**src/rtl/seg_pkg.sv**
```systemverilog
// Shared types and constants for the multiplexed seven-segment scanner.
// Segment order is {a,b,c,d,e,f,g}; all patterns are active-low.
package seg_pkg;

  typedef enum logic [1:0] {
    ST_IDLE  = 2'd0,
    ST_BLANK = 2'd1,
    ST_SHOW  = 2'd2
  } state_e;

  localparam logic [6:0] SEG_BLANK = 7'b1111111;

  // Hex values above 9 have no glyph and stay dark.
  localparam logic [6:0] SEG_LUT [16] = '{
    7'b0000001, 7'b1001111, 7'b0010010, 7'b0000110,
    7'b1001100, 7'b0100100, 7'b0100000, 7'b0001111,
    7'b0000000, 7'b0000100, 7'b1111111, 7'b1111111,
    7'b1111111, 7'b1111111, 7'b1111111, 7'b1111111
  };

endpackage

```
**src/rtl/seg_dec_unit.sv**
```systemverilog
// Nibble to active-low seven-segment pattern, purely combinational.
module seg_dec_unit
  import seg_pkg::*;
(
  input  logic [3:0] i_nibble,
  output logic [6:0] o_seg
);

  assign o_seg = SEG_LUT[i_nibble];

endmodule

```
**src/rtl/seg_scan_ctrl.sv**
```systemverilog
// Multiplexed seven-segment scan controller with anti-ghost blanking and a
// tear-free one-deep load buffer. Optional macro: SEG_LEADING_ZERO_BLANK_EN.
module seg_scan_ctrl
  import seg_pkg::*;
#(
  parameter int NUM_DIGITS   = 8,
  parameter int DIV          = 1000,
  parameter int BLANK_CYCLES = 16
) (
  input  logic                    clk,
  input  logic                    rst_n,
  input  logic                    enable,
  input  logic                    load_valid,
  output logic                    load_ready,
  input  logic [4*NUM_DIGITS-1:0] load_data,
  input  logic [NUM_DIGITS-1:0]   load_dp,
  output logic [6:0]              seg_o,
  output logic                    dp_o,
  output logic [NUM_DIGITS-1:0]   an_o,
  output logic                    frame_done
);

  localparam int CNT_MAX = (DIV > BLANK_CYCLES) ? DIV : BLANK_CYCLES;
  localparam int CNT_W   = $clog2(CNT_MAX + 1);
  localparam int IDX_W   = $clog2(NUM_DIGITS);

  localparam logic [CNT_W-1:0] DIV_LAST   = CNT_W'(DIV - 1);
  localparam logic [CNT_W-1:0] BLANK_LAST = CNT_W'(BLANK_CYCLES - 1);
  localparam logic [CNT_W-1:0] CNT_ONE    = CNT_W'(1);
  localparam logic [IDX_W-1:0] IDX_LAST   = IDX_W'(NUM_DIGITS - 1);
  localparam logic [IDX_W-1:0] IDX_ONE    = IDX_W'(1);

  state_e                  r_state;
  logic [IDX_W-1:0]        r_idx;
  logic [CNT_W-1:0]        r_cnt;
  logic                    r_frame_done;

  logic [4*NUM_DIGITS-1:0] r_disp_data;
  logic [NUM_DIGITS-1:0]   r_disp_dp;
  logic [4*NUM_DIGITS-1:0] r_pend_data;
  logic [NUM_DIGITS-1:0]   r_pend_dp;
  logic                    r_pend_full;

  logic                    w_load_acc;
  logic                    w_commit;
  logic                    w_show;
  logic                    w_lit;
  logic                    w_lz_blank;
  logic [3:0]              w_nibble;
  logic [6:0]              w_seg;

  // NOTE: sequential state uses non-blocking assignments so every register
  // samples the pre-edge value of its neighbours, independent of block order.
  always_ff @(posedge clk or negedge rst_n) begin
    if (!rst_n) begin
      r_state      <= ST_IDLE;
      r_idx        <= '0;
      r_cnt        <= '0;
      r_frame_done <= 1'b0;
    end else begin
      r_frame_done <= 1'b0;
      if (!enable) begin
        r_state <= ST_IDLE;
        r_idx   <= '0;
        r_cnt   <= '0;
      end else begin
        case (r_state)
          ST_IDLE: begin
            r_state <= ST_BLANK;
            r_idx   <= '0;
            r_cnt   <= '0;
          end
          ST_BLANK: begin
            if (r_cnt == BLANK_LAST) begin
              r_state <= ST_SHOW;
              r_cnt   <= '0;
            end else begin
              r_cnt <= r_cnt + CNT_ONE;
            end
          end
          ST_SHOW: begin
            if (r_cnt == DIV_LAST) begin
              r_state <= ST_BLANK;
              r_cnt   <= '0;
              if (r_idx == IDX_LAST) begin
                r_idx        <= '0;
                r_frame_done <= 1'b1;
              end else begin
                r_idx <= r_idx + IDX_ONE;
              end
            end else begin
              r_cnt <= r_cnt + CNT_ONE;
            end
          end
          default: r_state <= ST_IDLE;
        endcase
      end
    end
  end

  // The swap happens while digit 0 is still blanked, so a frame never mixes
  // two words; in IDLE nothing is lit and the swap is immediate.
  assign w_load_acc = load_valid & ~r_pend_full;
  assign w_commit   = r_pend_full & ((r_state == ST_IDLE) | r_frame_done);

  // NOTE: the data registers are reset as well because the blank display
  // after reset must decode a known all-zero word, not power-up garbage.
  always_ff @(posedge clk or negedge rst_n) begin
    if (!rst_n) begin
      r_disp_data <= '0;
      r_disp_dp   <= '0;
      r_pend_data <= '0;
      r_pend_dp   <= '0;
      r_pend_full <= 1'b0;
    end else if (w_commit) begin
      r_disp_data <= r_pend_data;
      r_disp_dp   <= r_pend_dp;
      r_pend_full <= 1'b0;
    end else if (w_load_acc) begin
      r_pend_data <= load_data;
      r_pend_dp   <= load_dp;
      r_pend_full <= 1'b1;
    end
  end

  assign w_nibble = r_disp_data[{r_idx, 2'b00} +: 4];

  seg_dec_unit u_dec (
    .i_nibble (w_nibble),
    .o_seg    (w_seg)
  );

`ifdef SEG_LEADING_ZERO_BLANK_EN
  logic [IDX_W-1:0] w_msd;

  // Highest non-zero digit; digit 0 is the floor so it is never blanked.
  always_comb begin
    w_msd = '0;
    for (int k = 1; k < NUM_DIGITS; k++) begin
      if (r_disp_data[4*k +: 4] != 4'd0) w_msd = IDX_W'(k);
    end
  end

  assign w_lz_blank = (r_idx > w_msd);
`else
  assign w_lz_blank = 1'b0;
`endif

  assign w_show = (r_state == ST_SHOW);
  assign w_lit  = w_show & ~w_lz_blank;

  // NOTE: the all-ones default before the conditional keeps this block
  // purely combinational; without it an_o would infer a latch.
  always_comb begin
    an_o = '1;
    if (w_show) an_o[r_idx] = 1'b0;
  end

  assign seg_o      = w_lit ? w_seg : SEG_BLANK;
  assign dp_o       = w_lit ? ~r_disp_dp[r_idx] : 1'b1;
  assign load_ready = ~r_pend_full;
  assign frame_done = r_frame_done;

endmodule

```
**config.mk**
```make
export PLATFORM = sky130hd
export DESIGN_NAME = seg_scan_ctrl
export DESIGN_NICKNAME = d
export VERILOG_FILES = /design/src/rtl/seg_pkg.sv /design/src/rtl/seg_dec_unit.sv /design/src/rtl/seg_scan_ctrl.sv
export SDC_FILE = /design/constraint.sdc
export NUM_CORES = 1
export LEC_CHECK = 0
export BUFFER_PORTS_ARGS = -buffer_cell sky130_fd_sc_hd__buf_2
export CORE_MARGIN = 1
export CORE_UTILIZATION = 40
export DETAILED_ROUTE_END_ITERATION = 10
export MAX_ROUTING_LAYER = met4
export SLEW_MARGIN = 20
export SYNTH_ARGS = -nofsm -noshare
export SYNTH_HDL_FRONTEND = slang
export SYNTH_SLANG_ARGS = --single-unit
```
**constraint.sdc**
```tcl
create_clock -name clk -period 2.2 [get_ports clk]
set_input_delay 0.11 -clock clk [delete_from_list [all_inputs] [get_ports clk]]
set_output_delay 0.11 -clock clk [all_outputs]
set_load 0.1 [all_outputs]
```
; ---- Word level (Yosys, flattened, before mapping)
; Memories as Yosys holds them, arrays and structs flattened.
; Index checks and enable logic that the tools add are counted.
; Widths: inputs -> output; s select.
[classes]
add_sub_neg = 2
mux = 27
bitwise_logic = 8
reduce_logical = 6
order_cmp = 3
shift = 1
eq_ne = 9
[op_table]
columns = cell, count
row1 = $shiftx 32x6->4, 1
row2 = $mux 10, 3
row3 = $pmux 10 s3, 1
row4 = $mux 7, 3
row5 = $add 10x1->10 const B, 1
row6 = $eq 10x10->1 const B, 1
row7 = $eq 10x4->1 const B, 1
row8 = $mux 1, 9
row9 = $mux 3, 3
row10 = $mux 8, 1
row11 = $not 8->8, 1
row12 = $mux 2, 3
row13 = $pmux 2 s3, 1
row14 = $pmux 3 s2, 1
row15 = $reduce_and 2->1, 3
row16 = $ge 5x5->1 const B, 1
row17 = $not 4->5, 1
row18 = $lt 3x4->1 const B, 1
row19 = $ne 4x1->1 const B, 1
row20 = $add 3x1->3 const B, 1
row21 = $bmux 1 s3, 1
row22 = $demux 1 s3, 1
row23 = $eq 3x3->1 const B, 1
row24 = $ge 3x1->1 const B, 1
row25 = other kinds (11), 14
[totals]
regBits = 97
output_inout_bits = 18
rom_bits = 112
memories = 1
word_cells = 66
input_bits = 44
[mem_list]
columns = name, depth, word_bits, rd, rd_ports_with_merged_regs, wr, line_no
row1 = (no name shown), 16, 7, 1, 0, 0, seg_dec_unit.sv:9  ; assign o_seg = SEG_LUT[i_nibble];

; ---- Depth between registers and ports, before layout
[logic_depth]
ltp_word = 6
depth_mapped = 8
depth_no_buf = 7

; ---- Modules after synthesis
; From an unflattened synthesis, not the netlist that was laid out.
[hier_totals]
cells_unflattened = 374
area_unflattened_um2 = 4586.9
[by_module_without_submodules]
columns = mod, cells_per_inst, n_inst, area_per_inst_um2
row1 = seg_scan_ctrl, 341, 1, 4376.7
row2 = seg_dec_unit, 33, 1, 210.2

; ---- Worst setup path after synthesis
; No wires, ideal clock.
[synth_path]
kind = reg2out
startpoint = register r_idx[2]
endpoint = output seg_o[4]
arrival_ps = 3973
slack_ps = -1883
stages_incl_launch_ff = 8
path_cell_list = dfrtp_1 > clkbuf_1 > clkbuf_1 > mux4_2 > mux2i_1 > ha_1 > a21boi_0 > o21ai_0
[synth_between]
elab_chain_cells = 6
[synth_lines]
columns = item, line_no
row1 = "start, declared", seg_scan_ctrl.sv:34  ; logic [IDX_W-1:0] r_idx;
row2 = "start signal, assigned", seg_scan_ctrl.sv:89  ; r_idx <= r_idx + IDX_ONE;
row3 = $shiftx 32x6->4, seg_scan_ctrl.sv:126  ; assign w_nibble = r_disp_data[{r_idx, 2'b00} +: 4];
row4 = $not 4->5 (implied by the code), seg_dec_unit.sv:9
row5 = $mem_v2 16x7, --
row6 = $mux 7 (implied by the code) (2 in a row), seg_dec_unit.sv:9
row7 = $mux 7, seg_scan_ctrl.sv:159  ; assign seg_o = w_lit ? w_seg : SEG_BLANK;
row8 = "end, declared", seg_scan_ctrl.sv:17  ; output logic [6:0] seg_o,
; No other way between the ends. The select of a mux whose other input is x is not followed.

; ---- Worst setup path after layout
[layout_path]
startpoint = register r_idx[0]
endpoint = output seg_o[2]
; Same word-level chain as after synthesis.

==> Flow_metrics.wiki <==
{| class="wikitable"
! Metric !! Value
|-
| Outcome || complete, but fails checks
|-
| Violations in the final reports || negative setup slack
|-
| Ratio of total power to cell area || ~1300 nW/µm²
|-
| Total Die Area || 11,800 µm²
|-
| Number of I/O pins || just over 60
|-
| Max Buffers Root-to-Sink || 2
|-
| Total vias in the final route || 3,208
|-
| End of the worst register-to-register path || r_cnt[7]$_DFFE_PN0P_
|-
| Antenna-violating nets left || 0
|-
| Total non-filler cell area in the finished layout || between 6000 and 7000 µm²
|-
| Wire length of the first global-routing pass || between 15,000 and 20,000 µm
|-
| Switching power of the nets || ~2.8 mW
|-
| End of the worst hold path || r_pend_data[31]$_DFFE_PN0P_
|-
| FF-to-FF Start || r_state[0]$_DFFE_PN0P_
|-
| Global route total overflow || 0
|-
| Vias per cell || between 5 and 6
|-
| Maximum clock rate || about 380 MHz
|-
| Worst-case headroom to the max-slew limit || 66.4%
|-
| Part of the power in the clock network || between 10% and 20%
|-
| Number of enable-type register cells in the synthesized netlist || 0
|-
| Type of the worst setup path || flip-flop to output port
|-
| Startpoint of the worst setup timing path || r_idx[0]$_DFFE_PN0P_
|-
| Synthesized area || roughly 4600 µm²
|-
| Clock-pin slew on the worst setup and hold paths || 0.07 ns
|-
| Clk sink count || between 90 and 100
|-
| Number of max-cap violations || 0
|-
| Net count of the finished layout || 539
|-
| Area growth, synth to finish || 41.7%
|-
| Final-report max-slew violation count || 0
|-
| Leakage power total || around 2.7 nW
|-
| Cell internal power dissipation || roughly 5.5 mW
|-
| First DRT Iteration DRCs || approximately 120
|-
| Syn. warnings || 0
|-
| Setup slack of the most critical reg-to-reg path || 0.09 ns
|-
| Met2 routed wirelength || around 4600 µm
|-
| Largest net degree at the start of global routing || 61
|-
| Top Layer Used || met4
|-
| Number of port buffers || 61
|-
| Synthesized netlist cell count || between 300 and 400
|-
| Setup violation total in the final timing report || 8
|-
| Setup WS post-layout || -0.403 ns
|-
| Top flip-flop cell by instance count after synthesis || dfrtp_1
|-
| Synthesized net count || 400
|-
| Cell type with the largest total area after synthesis || dfrtp_1
|-
| Vias in the first global route || ~3,300
|-
| Final Wtd Congestion || around 0.8
|-
| Initial antenna violation count || 0
|-
| Synth unique cells || 45
|-
| Proportion of register bits with asynchronous set or reset after synthesis || 100%
|-
| Final routed wire length divided by cell count || 15.2 µm
|-
| Fin crit share || 118%
|-
| Portion of the post-synthesis area used by sequential elements || 53.3%
|-
| Std-Cell Core Area || about 11,000 µm²
|-
| DRC || 0
|-
| Element type at the critical path start || flip-flop
|-
| Cell types occupying the most area after synthesis || dfrtp_1, mux2_2, mux4_2
|-
| GR Util All Layers || ~18%
|-
| Die outline width || roughly 110 µm
|-
| Total iterations of the first detailed-routing run || 4
|-
| Crit path arrival time || ~2.5 ns
|-
| Depth of the CTS H-tree || 3
|-
| Worst Max-Slew Pin Slew || 0.505 ns
|-
| Critical path required time || 2.09 ns
|-
| Ant. Diodes || 0
|-
| Pwr Total || about 8.3 mW
|-
| Peak fanout along the critical path || 6
|-
| Launch instance of the worst min-delay path || load_data[31]
|-
| Setup WS pre-CTS || -0.237 ns
|-
| Starting utilization of the core area || 41.4%
|-
| Fraction of layout cells with a size suffix above 1 || between 50% and 60%
|-
| Final Hold Fails || 0
|-
| CTS buffer count || 9
|-
| Cell chosen for the clock root || clkbuf_16
|-
| Fraction of power spent switching nets || 33.9%
|-
| Setup crit end kind || output port
|-
| Placement-stage cell area || between 5000 and 6000 µm²
|-
| Share of total power in sequential cells || between 30% and 40%
|-
| Later-pin clock latency in the skew report || 0.35 ns
|-
| Area share of the largest cell type after synthesis || between 50% and 60%
|-
| HP Class || primary input to flip-flop
|-
| Post-layout min period || roughly 2.6 ns
|-
| Total Wirelength || ~9600 µm
|-
| CTS tree || done
|-
| Peak supply drop || approximately 0.73 mV
|-
| Site Rows || 38
|-
| Avg Inst Size Synth || around 13 µm²
|-
| Setup repair after global routing missed its margin || true
|-
| Met3 layer wire length in the routed design || 241 µm
|-
| Die height || 109 µm
|-
| Clock skew after layout || approximately 0.0067 ns
|-
| Share of power burned in combinational logic || a little over two fifths
|-
| Hold path cells || 2
|-
| Worst R2R Path Depth || 6
|-
| Total of flip-flops plus latches after synthesis || between 90 and 100
|-
| Half-perimeter wire length after placement || about 6600 µm
|-
| Detailed-routing wirelength on met1 || 4550 µm
|}
-- cells by family (layout without fill, tap and decap cells) --
group | count (synthesis) | in the layout | synth area share [%]
mux | 99 | 99 | 26.8
flops | 97 | 97 | 53.3
simple gates | 66 | 66 | 7.70
compound gates | 40 | 40 | 5.96
buf+inv | 27 | 171 | 2.42
fa+ha+maj | 13 | 13 | 3.57
xor+xnor | 1 | 1 | 0.192
-- cells in the final DEF, fill, tap and decap left out, types with 6 or more instances in the layout --
master         synthesis  layout
buf_12                 0      14
mux4_2                10      10
nor2_1                 8       7
mux2_2                84      81
dfrtp_1               97      95
o211ai_1               6       6
inv_1                 11       8
o21ai_0               11       9
dlygate4sd3_1          0      41
clkbuf_16              0       9
nand3_1                9       9
nand2_1               20      18
ha_1                  13      10
buf_4                  0      36
buf_2                  1      48
-- how the worst max path moves through the flow --
stage,cells after the start,end
after floorplan,6,seg_o[2]
after CTS,6,seg_o[2]
final,6,seg_o[2]
after global routing,6,seg_o[2]
after detailed placement,8,seg_o[0]
after global placement,8,seg_o[1]
-- worst max-delay path, stage by stage, from the launching register on --
cell	delay [ns]
dfrtp_2	0.47
mux4_2	0.51
mux2_4	0.33
ha_4	0.16
mux2_4	0.27
a32oi_4	0.20
buf_12	0.21
-- layout make-up --
type / instances / area [µm²]
clock buffer: 9 / 225
clock inverter: 7 / 81.3
fill: 892 / 4530
inverter: 11 / 45.0
multi-input combinational: 219 / 2240
sequential: 97 / 2430
tap: 140 / 175
timing repair buffer: 144 / 1260
-- per-stage QoR --
step / TNS, ns / utilization, % / hold WS (ns) / instances
after global routing: -3.34 / 58.7 / 0.0128 / 627
after detailed placement: -1.21 / 50.1 / 0.122 / 558
after floorplan: -1.69 / - / -0.186 / 343
final: -2.56 / 58.7 / 0.0107 / 627
after global placement: -0.907 / 50.1 / 0.113 / 558
after CTS: -2.61 / 57.3 / 0.00355 / 617
-- per-layer routing --
metal / track usage, % / vias up
li1: - / 1528
met1: 23.8 / 1613
met2: 28.6 / 56
met3: 3.35 / 11
met4: 7.24 / 0
met5: - / -
-- registers in the layout, summed over array words and instances (netlist names) --
| register | count |
|---|---|
| r_pend_full | 1 |
| r_pend_data | 32 |
| r_pend_dp | 8 |
| r_disp_data | 32 |
| frame_done | 1 |
| r_idx | 3 |
| r_state | 2 |
| r_cnt | 10 |
| r_disp_dp | 8 |
-- Yosys cell counts, drive strengths merged, types with 3 or more instances --
library cell	n
nand2	20
nor2	8
dfrtp	97
nor3	5
o21ai	13
nor2b	4
and2	3
inv	11
nand3	9
buf	3
mux2	84
mux2i	5
ha	13
a31oi	4
clkbuf	13
a21oi	5
o211ai	6
mux4	10
-- repair_timing --
item,4_1_cts,5_1_grt
hold buffers,41,0
gates resized for setup,14,26
pin swaps,1,1
setup buffers,2,10
endpoints found under the setup margin,12,14
gates cloned,0,0
endpoints found under the hold margin,77,0
-- power by group through the flow --
stage          Combinational [mW]  Clock (mW)  Sequential (mW)
4_1_cts                      3.51        1.67             3.07
3_3_place_gp                 3.28           0             3.09
6_report                     3.67        1.62             3.06
2_1_floorplan                2.60           0             2.87
3_5_place_dp                 3.35           0             3.11
5_1_grt                      3.98        1.72             3.17
No activity file was read; power rests on OpenSTA's default activity.
